File: src/rtl/audio_fetch_pkg.sv
// Shared types and constants for the audio sample fetcher.
// Optional feature macro: AUDIO_FETCH_LOOP_EN (enables looped playback).
package audio_fetch_pkg;

  localparam int AW_DEF         = 12;
  localparam int DW_DEF         = 32;
  localparam int FIFO_DEPTH_DEF = 8;

  localparam logic [15:0] UNDERRUN_MAX = 16'hFFFF;

  typedef enum logic [1:0] {
    ST_IDLE  = 2'd0,
    ST_FETCH = 2'd1,
    ST_DRAIN = 2'd2
  } fetch_state_e;

  // Saturating increment used by the underrun counter.
  function automatic logic [15:0] sat_inc16(input logic [15:0] val);
    logic [15:0] res;
    if (val == UNDERRUN_MAX) begin
      res = val;
    end else begin
      res = val + 16'd1;
    end
    return res;
  endfunction

endpackage

File: src/rtl/sample_fifo.sv
// Synchronous output FIFO for sample words with flush and occupancy count.
// DEPTH must be a power of two so the pointers wrap naturally.
module sample_fifo #(
  parameter int DW    = 32,
  parameter int DEPTH = 8
) (
  input  logic                     clk,
  input  logic                     reset,
  input  logic                     flush,
  input  logic                     push,
  input  logic [DW-1:0]            push_data,
  input  logic                     pop,
  output logic [DW-1:0]            head_data,
  output logic [$clog2(DEPTH):0]   count,
  output logic                     empty
);

  localparam int PW = $clog2(DEPTH);
  localparam int CW = PW + 1;

  logic [DW-1:0] mem_q [DEPTH];
  logic [DW-1:0] mem_d [DEPTH];
  logic [PW-1:0] wr_ptr_q, wr_ptr_d;
  logic [PW-1:0] rd_ptr_q, rd_ptr_d;
  logic [CW-1:0] count_q, count_d;
  logic          do_pop_s;

  // Next-state computation for pointers, count and storage; flush wins over push/pop.
  always_comb begin
    mem_d    = mem_q;
    wr_ptr_d = wr_ptr_q;
    rd_ptr_d = rd_ptr_q;
    count_d  = count_q;
    do_pop_s = pop && (count_q != {CW{1'b0}});
    if (flush) begin
      wr_ptr_d = {PW{1'b0}};
      rd_ptr_d = {PW{1'b0}};
      count_d  = {CW{1'b0}};
    end else begin
      if (push) begin
        mem_d[wr_ptr_q] = push_data;
        wr_ptr_d        = wr_ptr_q + PW'(1);
      end else begin
        wr_ptr_d = wr_ptr_q;
      end
      if (do_pop_s) begin
        rd_ptr_d = rd_ptr_q + PW'(1);
      end else begin
        rd_ptr_d = rd_ptr_q;
      end
      case ({push, do_pop_s})
        2'b10:   count_d = count_q + CW'(1);
        2'b01:   count_d = count_q - CW'(1);
        default: count_d = count_q;
      endcase
    end
  end

  // Storage and pointer registers.
  always_ff @(posedge clk or posedge reset) begin
    if (reset) begin
      for (int i = 0; i < DEPTH; i++) begin
        mem_q[i] <= {DW{1'b0}};
      end
      wr_ptr_q <= {PW{1'b0}};
      rd_ptr_q <= {PW{1'b0}};
      count_q  <= {CW{1'b0}};
    end else begin
      mem_q    <= mem_d;
      wr_ptr_q <= wr_ptr_d;
      rd_ptr_q <= rd_ptr_d;
      count_q  <= count_d;
    end
  end

  assign head_data = mem_q[rd_ptr_q];
  assign count     = count_q;
  assign empty     = (count_q == {CW{1'b0}});

endmodule

File: src/rtl/audio_sample_fetcher.sv
// Streams packed stereo PCM words from the sample RAM to the DAC serializer.
// Optional feature macro: AUDIO_FETCH_LOOP_EN -- when defined, the loop input
// makes playback wrap back to the start address instead of draining.
module audio_sample_fetcher
  import audio_fetch_pkg::*;
#(
  parameter int AW         = AW_DEF,
  parameter int DW         = DW_DEF,
  parameter int FIFO_DEPTH = FIFO_DEPTH_DEF
) (
  input  logic          clk,
  input  logic          reset,
  input  logic          start,
  input  logic          stop,
  input  logic [AW-1:0] start_addr,
  input  logic [AW:0]   length,
  input  logic          loop,
  output logic [AW-1:0] ram_address,
  output logic          ram_chipselect,
  output logic          ram_write,
  output logic [3:0]    ram_byteenable,
  output logic          ram_clken,
  input  logic [DW-1:0] ram_readdata,
  output logic [DW-1:0] sample_data,
  output logic          sample_valid,
  input  logic          sample_ready,
  output logic          busy,
  output logic          done,
  output logic [15:0]   underrun_count
);

  localparam int CW = $clog2(FIFO_DEPTH) + 1;

  fetch_state_e  state_q, state_d;
  logic [AW-1:0] addr_q, addr_d;
  logic [AW:0]   remaining_q, remaining_d;
  logic [AW-1:0] base_q, base_d;
  logic [AW:0]   len_q, len_d;
  logic          cs_q, cs_d;        // read strobe presented to the RAM this cycle
  logic          ret_q, ret_d;      // RAM data returning this cycle
  logic [AW-1:0] ram_address_q, ram_address_d;
  logic          done_q, done_d;
  logic          busy_q, busy_d;
  logic [15:0]   underrun_q, underrun_d;

  logic [CW-1:0] fifo_count_s;
  logic          fifo_empty_s;
  logic [DW-1:0] fifo_head_s;
  logic          flush_s;
  logic          pop_s;
  logic          sample_valid_s;
  logic [CW:0]   outstanding_s;
  logic          credit_ok_s;
  logic          loop_en_s;

`ifdef AUDIO_FETCH_LOOP_EN
  assign loop_en_s = loop;
`else
  logic unused_loop_s;
  assign unused_loop_s = loop;
  assign loop_en_s     = 1'b0;
`endif

  assign sample_valid_s = !fifo_empty_s;
  assign pop_s          = sample_valid_s && sample_ready;

  // Words already buffered plus reads still in the pipeline must fit the FIFO,
  // so a returning word can always be pushed.
  assign outstanding_s = {1'b0, fifo_count_s} + (CW+1)'(cs_q) + (CW+1)'(ret_q);
  assign credit_ok_s   = (outstanding_s < (CW+1)'(FIFO_DEPTH));

  sample_fifo #(
    .DW    (DW),
    .DEPTH (FIFO_DEPTH)
  ) u_fifo (
    .clk       (clk),
    .reset     (reset),
    .flush     (flush_s),
    .push      (ret_q),
    .push_data (ram_readdata),
    .pop       (pop_s),
    .head_data (fifo_head_s),
    .count     (fifo_count_s),
    .empty     (fifo_empty_s)
  );

  // FSM next state, read issue, counters and status; stop overrides everything.
  always_comb begin
    state_d       = state_q;
    addr_d        = addr_q;
    remaining_d   = remaining_q;
    base_d        = base_q;
    len_d         = len_q;
    cs_d          = 1'b0;
    ret_d         = cs_q;
    ram_address_d = ram_address_q;
    done_d        = 1'b0;
    flush_s       = 1'b0;
    if (busy_q && sample_ready && !sample_valid_s) begin
      underrun_d = sat_inc16(underrun_q);
    end else begin
      underrun_d = underrun_q;
    end

    case (state_q)
      ST_IDLE: begin
        if (start && !stop) begin
          underrun_d = 16'h0000;
          if (length != {(AW+1){1'b0}}) begin
            base_d      = start_addr;
            len_d       = length;
            addr_d      = start_addr;
            remaining_d = length;
            flush_s     = 1'b1;
            state_d     = ST_FETCH;
          end else begin
            done_d = 1'b1;
          end
        end else begin
          state_d = ST_IDLE;
        end
      end
      ST_FETCH: begin
        if (credit_ok_s) begin
          cs_d          = 1'b1;
          ram_address_d = addr_q;
          if (remaining_q == (AW+1)'(1)) begin
            if (loop_en_s) begin
              addr_d      = base_q;
              remaining_d = len_q;
            end else begin
              addr_d      = addr_q + AW'(1);
              remaining_d = {(AW+1){1'b0}};
              state_d     = ST_DRAIN;
            end
          end else begin
            addr_d      = addr_q + AW'(1);
            remaining_d = remaining_q - (AW+1)'(1);
          end
        end else begin
          cs_d = 1'b0;
        end
      end
      ST_DRAIN: begin
        if (!cs_q && !ret_q && fifo_empty_s) begin
          done_d  = 1'b1;
          state_d = ST_IDLE;
        end else begin
          state_d = ST_DRAIN;
        end
      end
      default: begin
        state_d = ST_IDLE;
      end
    endcase

    if (stop) begin
      state_d = ST_IDLE;
      cs_d    = 1'b0;
      ret_d   = 1'b0;
      flush_s = 1'b1;
      done_d  = 1'b0;
    end else begin
      flush_s = flush_s;
    end

    busy_d = (state_d != ST_IDLE);
  end

  // Control and status registers.
  always_ff @(posedge clk or posedge reset) begin
    if (reset) begin
      state_q       <= ST_IDLE;
      addr_q        <= {AW{1'b0}};
      remaining_q   <= {(AW+1){1'b0}};
      base_q        <= {AW{1'b0}};
      len_q         <= {(AW+1){1'b0}};
      cs_q          <= 1'b0;
      ret_q         <= 1'b0;
      ram_address_q <= {AW{1'b0}};
      done_q        <= 1'b0;
      busy_q        <= 1'b0;
      underrun_q    <= 16'h0000;
    end else begin
      state_q       <= state_d;
      addr_q        <= addr_d;
      remaining_q   <= remaining_d;
      base_q        <= base_d;
      len_q         <= len_d;
      cs_q          <= cs_d;
      ret_q         <= ret_d;
      ram_address_q <= ram_address_d;
      done_q        <= done_d;
      busy_q        <= busy_d;
      underrun_q    <= underrun_d;
    end
  end

  assign ram_address    = ram_address_q;
  assign ram_chipselect = cs_q;
  assign ram_write      = 1'b0;
  assign ram_byteenable = 4'hF;
  assign ram_clken      = 1'b1;
  assign sample_data    = fifo_head_s;
  assign sample_valid   = sample_valid_s;
  assign busy           = busy_q;
  assign done           = done_q;
  assign underrun_count = underrun_q;

endmodule

File: config.mk
export PLATFORM = sky130hd
export DESIGN_NAME = audio_sample_fetcher
export DESIGN_NICKNAME = d
export VERILOG_FILES = /design/src/rtl/audio_fetch_pkg.sv /design/src/rtl/sample_fifo.sv /design/src/rtl/audio_sample_fetcher.sv
export SDC_FILE = /design/constraint.sdc
export NUM_CORES = 1
export LEC_CHECK = 0
export CAP_MARGIN = 20
export CORE_ASPECT_RATIO = 0.75
export CORE_MARGIN = 2
export CORE_UTILIZATION = 24
export DETAILED_ROUTE_END_ITERATION = 12
export GPL_ROUTABILITY_DRIVEN = 0
export HOLD_SLACK_MARGIN = 0.15
export MAX_ROUTING_LAYER = met4
export SYNTH_ARGS = -nofsm -noshare
export SYNTH_HDL_FRONTEND = slang
export SYNTH_SLANG_ARGS = --single-unit
File: constraint.sdc
create_clock -name clk -period 13.1 [get_ports clk]
set_input_delay 2.62 -clock clk [delete_from_list [all_inputs] [get_ports clk]]
set_output_delay 2.62 -clock clk [all_outputs]
set_load 0.005 [all_outputs]
==> impl_metrics.py <==
metrics = {
    "clock_tree": {
        "cts_tree": "done",
        "clk_latency_ns": 0.56,
        "cts_buffers": 39,
        "postCtsHoldBufs": 0,
        "cts_buffer_depth": 3,
        "clockRootBuffer": "clkbuf_16",
        "h-tree-depth": 2,
        "path_clk_slew_ns": 0.06,
        "cts_setup_buffers": 0,
        "clock_sinks": 325,
        "ctsResizeCount": 0,
    },
    "power_and_ir_drop": {
        "vdd_drop_max_mv": 0.0915,
        "power.density_nw_per_um2": 168,
        "power.leakage_nw": 8.32,
    },
    "worst_setup_path": {
        "path_class": "flop to output port",
        "r2r-start": "ret_q",
        "worstSetupStartpointType": "flop",
        "r2r_slack_ns": 10.42,
        "crit_chain": "buf_4 > mux4_2 > mux2_2 > clkdlybuf4s50_1",
        "path_buf_inv": 2,
        "crit_fanout": 40,
        "r2r_cells": 6,
        "cp_slowest_cell": "dfrtp_4",
        "worstPathRequired_ns": 10.48,
        "critical_path.endpoint_type": "output port",
        "path_delay_family": "buffers and inverters",
        "cp.arrival_ns": 3.63,
        "r2r-end": "addr_q[9]",
        "slowest_delay_ns": 1.02,
    },
    "floorplanning": {
        "die_y_um": 226,
        "initial_utilization_pct": 24.2,
        "core_um2": 65000,
        "ios": 133,
        "dieWidth_um": 300,
        "rows": 81,
        "die_area_um2": 67600,
    },
    "placed_design": {
        "dpl.hpwl_mm": 24.7,
        "dp_cells": 2078,
        "io_buffer_count": 125,
    },
    "worst_hold_path": {
        "hp-class": "flop to flop",
        "holdPathEnd": "ram_address[3]",
        "hp-start": "ram_address[3]",
        "whs_path_depth": 2,
    },
    "global_route": {
        "grt_pass1_vias": 10600,
        "track_usage_pct": 12.4,
        "grt_pass1_wl_mm": 63.3,
        "grt_overflow": 0,
        "antenna_found_initial": 3,
        "grt_max_degree": 128,
    },
    "final_layout": {
        "fillCellCount": 6442,
        "stdcell_count": 2153,
        "synthToLayoutAreaGrowth_pct": 22.5,
        "final_common_cell": "dfrtp_1",
        "nets": 1322,
        "drive_gt1_share_pct": 36.3,
        "final_cell_mix": "dfrtp_1 (322), mux2_2 (279), clkdlybuf4s50_1 (125), nand2_1 (74), mux4_2 (64)",
    },
    "timing": {
        "relSlewSlack_pct": 35.3,
        "fmax_mhz": 160,
        "drv_slew": 0,
        "period_minus_slack_ns": 6.25,
        "period_share_pct": 47.7,
        "rsz0062_at_grt": "no",
        "hold_viol_final": 0,
        "worst_pin_slew_ns": 0.970,
        "setup_tns_ns": 0,
        "finalSetupViolations": 0,
        "skew_ns": 0.0151,
    },
    "job": {
        "max_cap_violations": 0,
    },
    "route": {
        "antenna_left": 0,
        "remaining_drc_errors": 0,
        "routed_via_density": 4.63,
        "postRouteWirelength_mm": 40.3,
        "first_pass_iters": 5,
        "drt_iter0_markers": 573,
        "wl_per_cell_um": 18.7,
        "vias": 9964,
    },
    "logic_synthesis": {
        "synth_seq_cells": 325,
        "synth_edf_count": 0,
        "syn_inst": 1142,
        "synth_area_per_cell_um2": 13.8,
        "ys_seq_area_share_pct": 51.7,
        "ys.flop_type": "dfrtp_1",
        "postSynth.asyncResetShare_pct": 100,
        "synthDistinctLibCells": 75,
        "synth_area_um2": 15700,
        "yosysWarnings": 0,
    },
    "outcome": {
        "status": "finished clean",
    },
}
-- through the flow --
| stage | cell area, µm² | worst slack, ns | util, % | hold WS, ns | power, mW |
|---|---|---|---|---|---|
| 2_1_floorplan | 15700 | 1.48 | - | 0.452 | 1.77 |
| 5_1_grt | 19200 | 6.65 | 29.6 | 0.501 | 3.42 |
| 4_1_cts | 19200 | 6.72 | 29.6 | 0.478 | 3.29 |
| 3_3_place_gp | 17900 | 7.34 | 27.6 | 0.463 | 2.13 |
| 3_5_place_dp | 17900 | 7.30 | 27.6 | 0.466 | 2.15 |
| 6_report | 19200 | 6.85 | 29.6 | 0.470 | 3.23 |
-- cells by family (layout without fill, tap and decap cells) --
logic type                 after synthesis  in the layout  synth area share (%)
buffers and inverters                   98            230                  2.91
other                                    2             10                0.0478
AOI/OAI and AO/OA                      121            121                  6.17
muxes                                  365            365                  30.6
and+or+nand+nor                        215            215                  7.31
adders and majority gates               10             10                 0.844
xor gates and xnor gates                 6              6                 0.334
DFF                                    325            325                  51.7
-- cell type report --
cell class,count,area (µm²),area share (%)
Multi-Input combinational cell,723,7210,37.5
Tap cell,871,1090,5.66
Timing Repair Buffer,147,1420,7.36
Inverter,13,56.3,0.293
Sequential cell,325,8140,42.3
Clock buffer,53,1110,5.77
Antenna cell,4,10.0,0.0520
Clock inverter,17,213,1.11
-- worst max-delay path by stage --
| stage | startpoint | endpoint | slack (ns) | cells past startpoint |
|---|---|---|---|---|
| after global placement | u_fifo.rd_ptr_q[0] | sample_data[30] | 7.34 | 4 |
| after detailed placement | reset | u_fifo.rd_ptr_q[0] | 7.30 | 4 |
| final | u_fifo.rd_ptr_q[0] | sample_data[30] | 6.85 | 4 |
| after global routing | u_fifo.rd_ptr_q[0] | sample_data[30] | 6.65 | 4 |
| after CTS | u_fifo.rd_ptr_q[0] | sample_data[30] | 6.72 | 4 |
| after floorplan | reset | addr_q[0] | 1.48 | 1 |
-- synth_stat cells (12+ instances only) --
| library cell | instances | area [µm²] |
|---|---|---|
| buf_2 | 36 | 180 |
| a21oi_1 | 18 | 90.1 |
| nand2_1 | 74 | 278 |
| nand3_1 | 17 | 85.1 |
| nor3_1 | 15 | 75.1 |
| inv_1 | 13 | 48.8 |
| nor2_1 | 28 | 105 |
| mux2i_1 | 12 | 120 |
| mux2_2 | 279 | 3140 |
| mux4_2 | 64 | 1440 |
| clkbuf_1 | 32 | 120 |
| dfrtp_1 | 325 | 8130 |
-- worst register-to-register path, cell delays in order, from the launching register on --
cell	delay (ns)
dfrtp_1	0.56
ha_1	0.30
a21oi_1	0.24
o211a_1	0.68
o21ai_1	0.31
buf_4	0.26
o22a_1	0.21
-- flip-flops by register name (all words and copies together) (netlist names) --
signal	count
done	1
u_fifo.mem_q	256
underrun_count	16
ram_chipselect	1
u_fifo.rd_ptr_q	3
u_fifo.count	4
ram_address	12
remaining_q	13
u_fifo.wr_ptr_q	3
addr_q	12
state_q	2
busy	1
ret_q	1
-- metal layers --
layer / up-vias / part of all wire [%] / track usage, %
li1: 4502 / - / -
met4: 0 / 1.5 / 3.11
met2: 170 / 48 / 19.6
met3: 43 / 4.3 / 2.45
met5: - / 0 / -
met1: 5249 / 46 / 16.2
-- where the power goes --
group | internal, mW | total (mW) | switching [mW]
registers | 1.13 | 1.28 | 0.145
clock network | 0.675 | 1.11 | 0.439
logic | 0.482 | 0.841 | 0.360
total | 2.29 | 3.23 | 0.943
No activity file was read; power rests on OpenSTA's default activity.
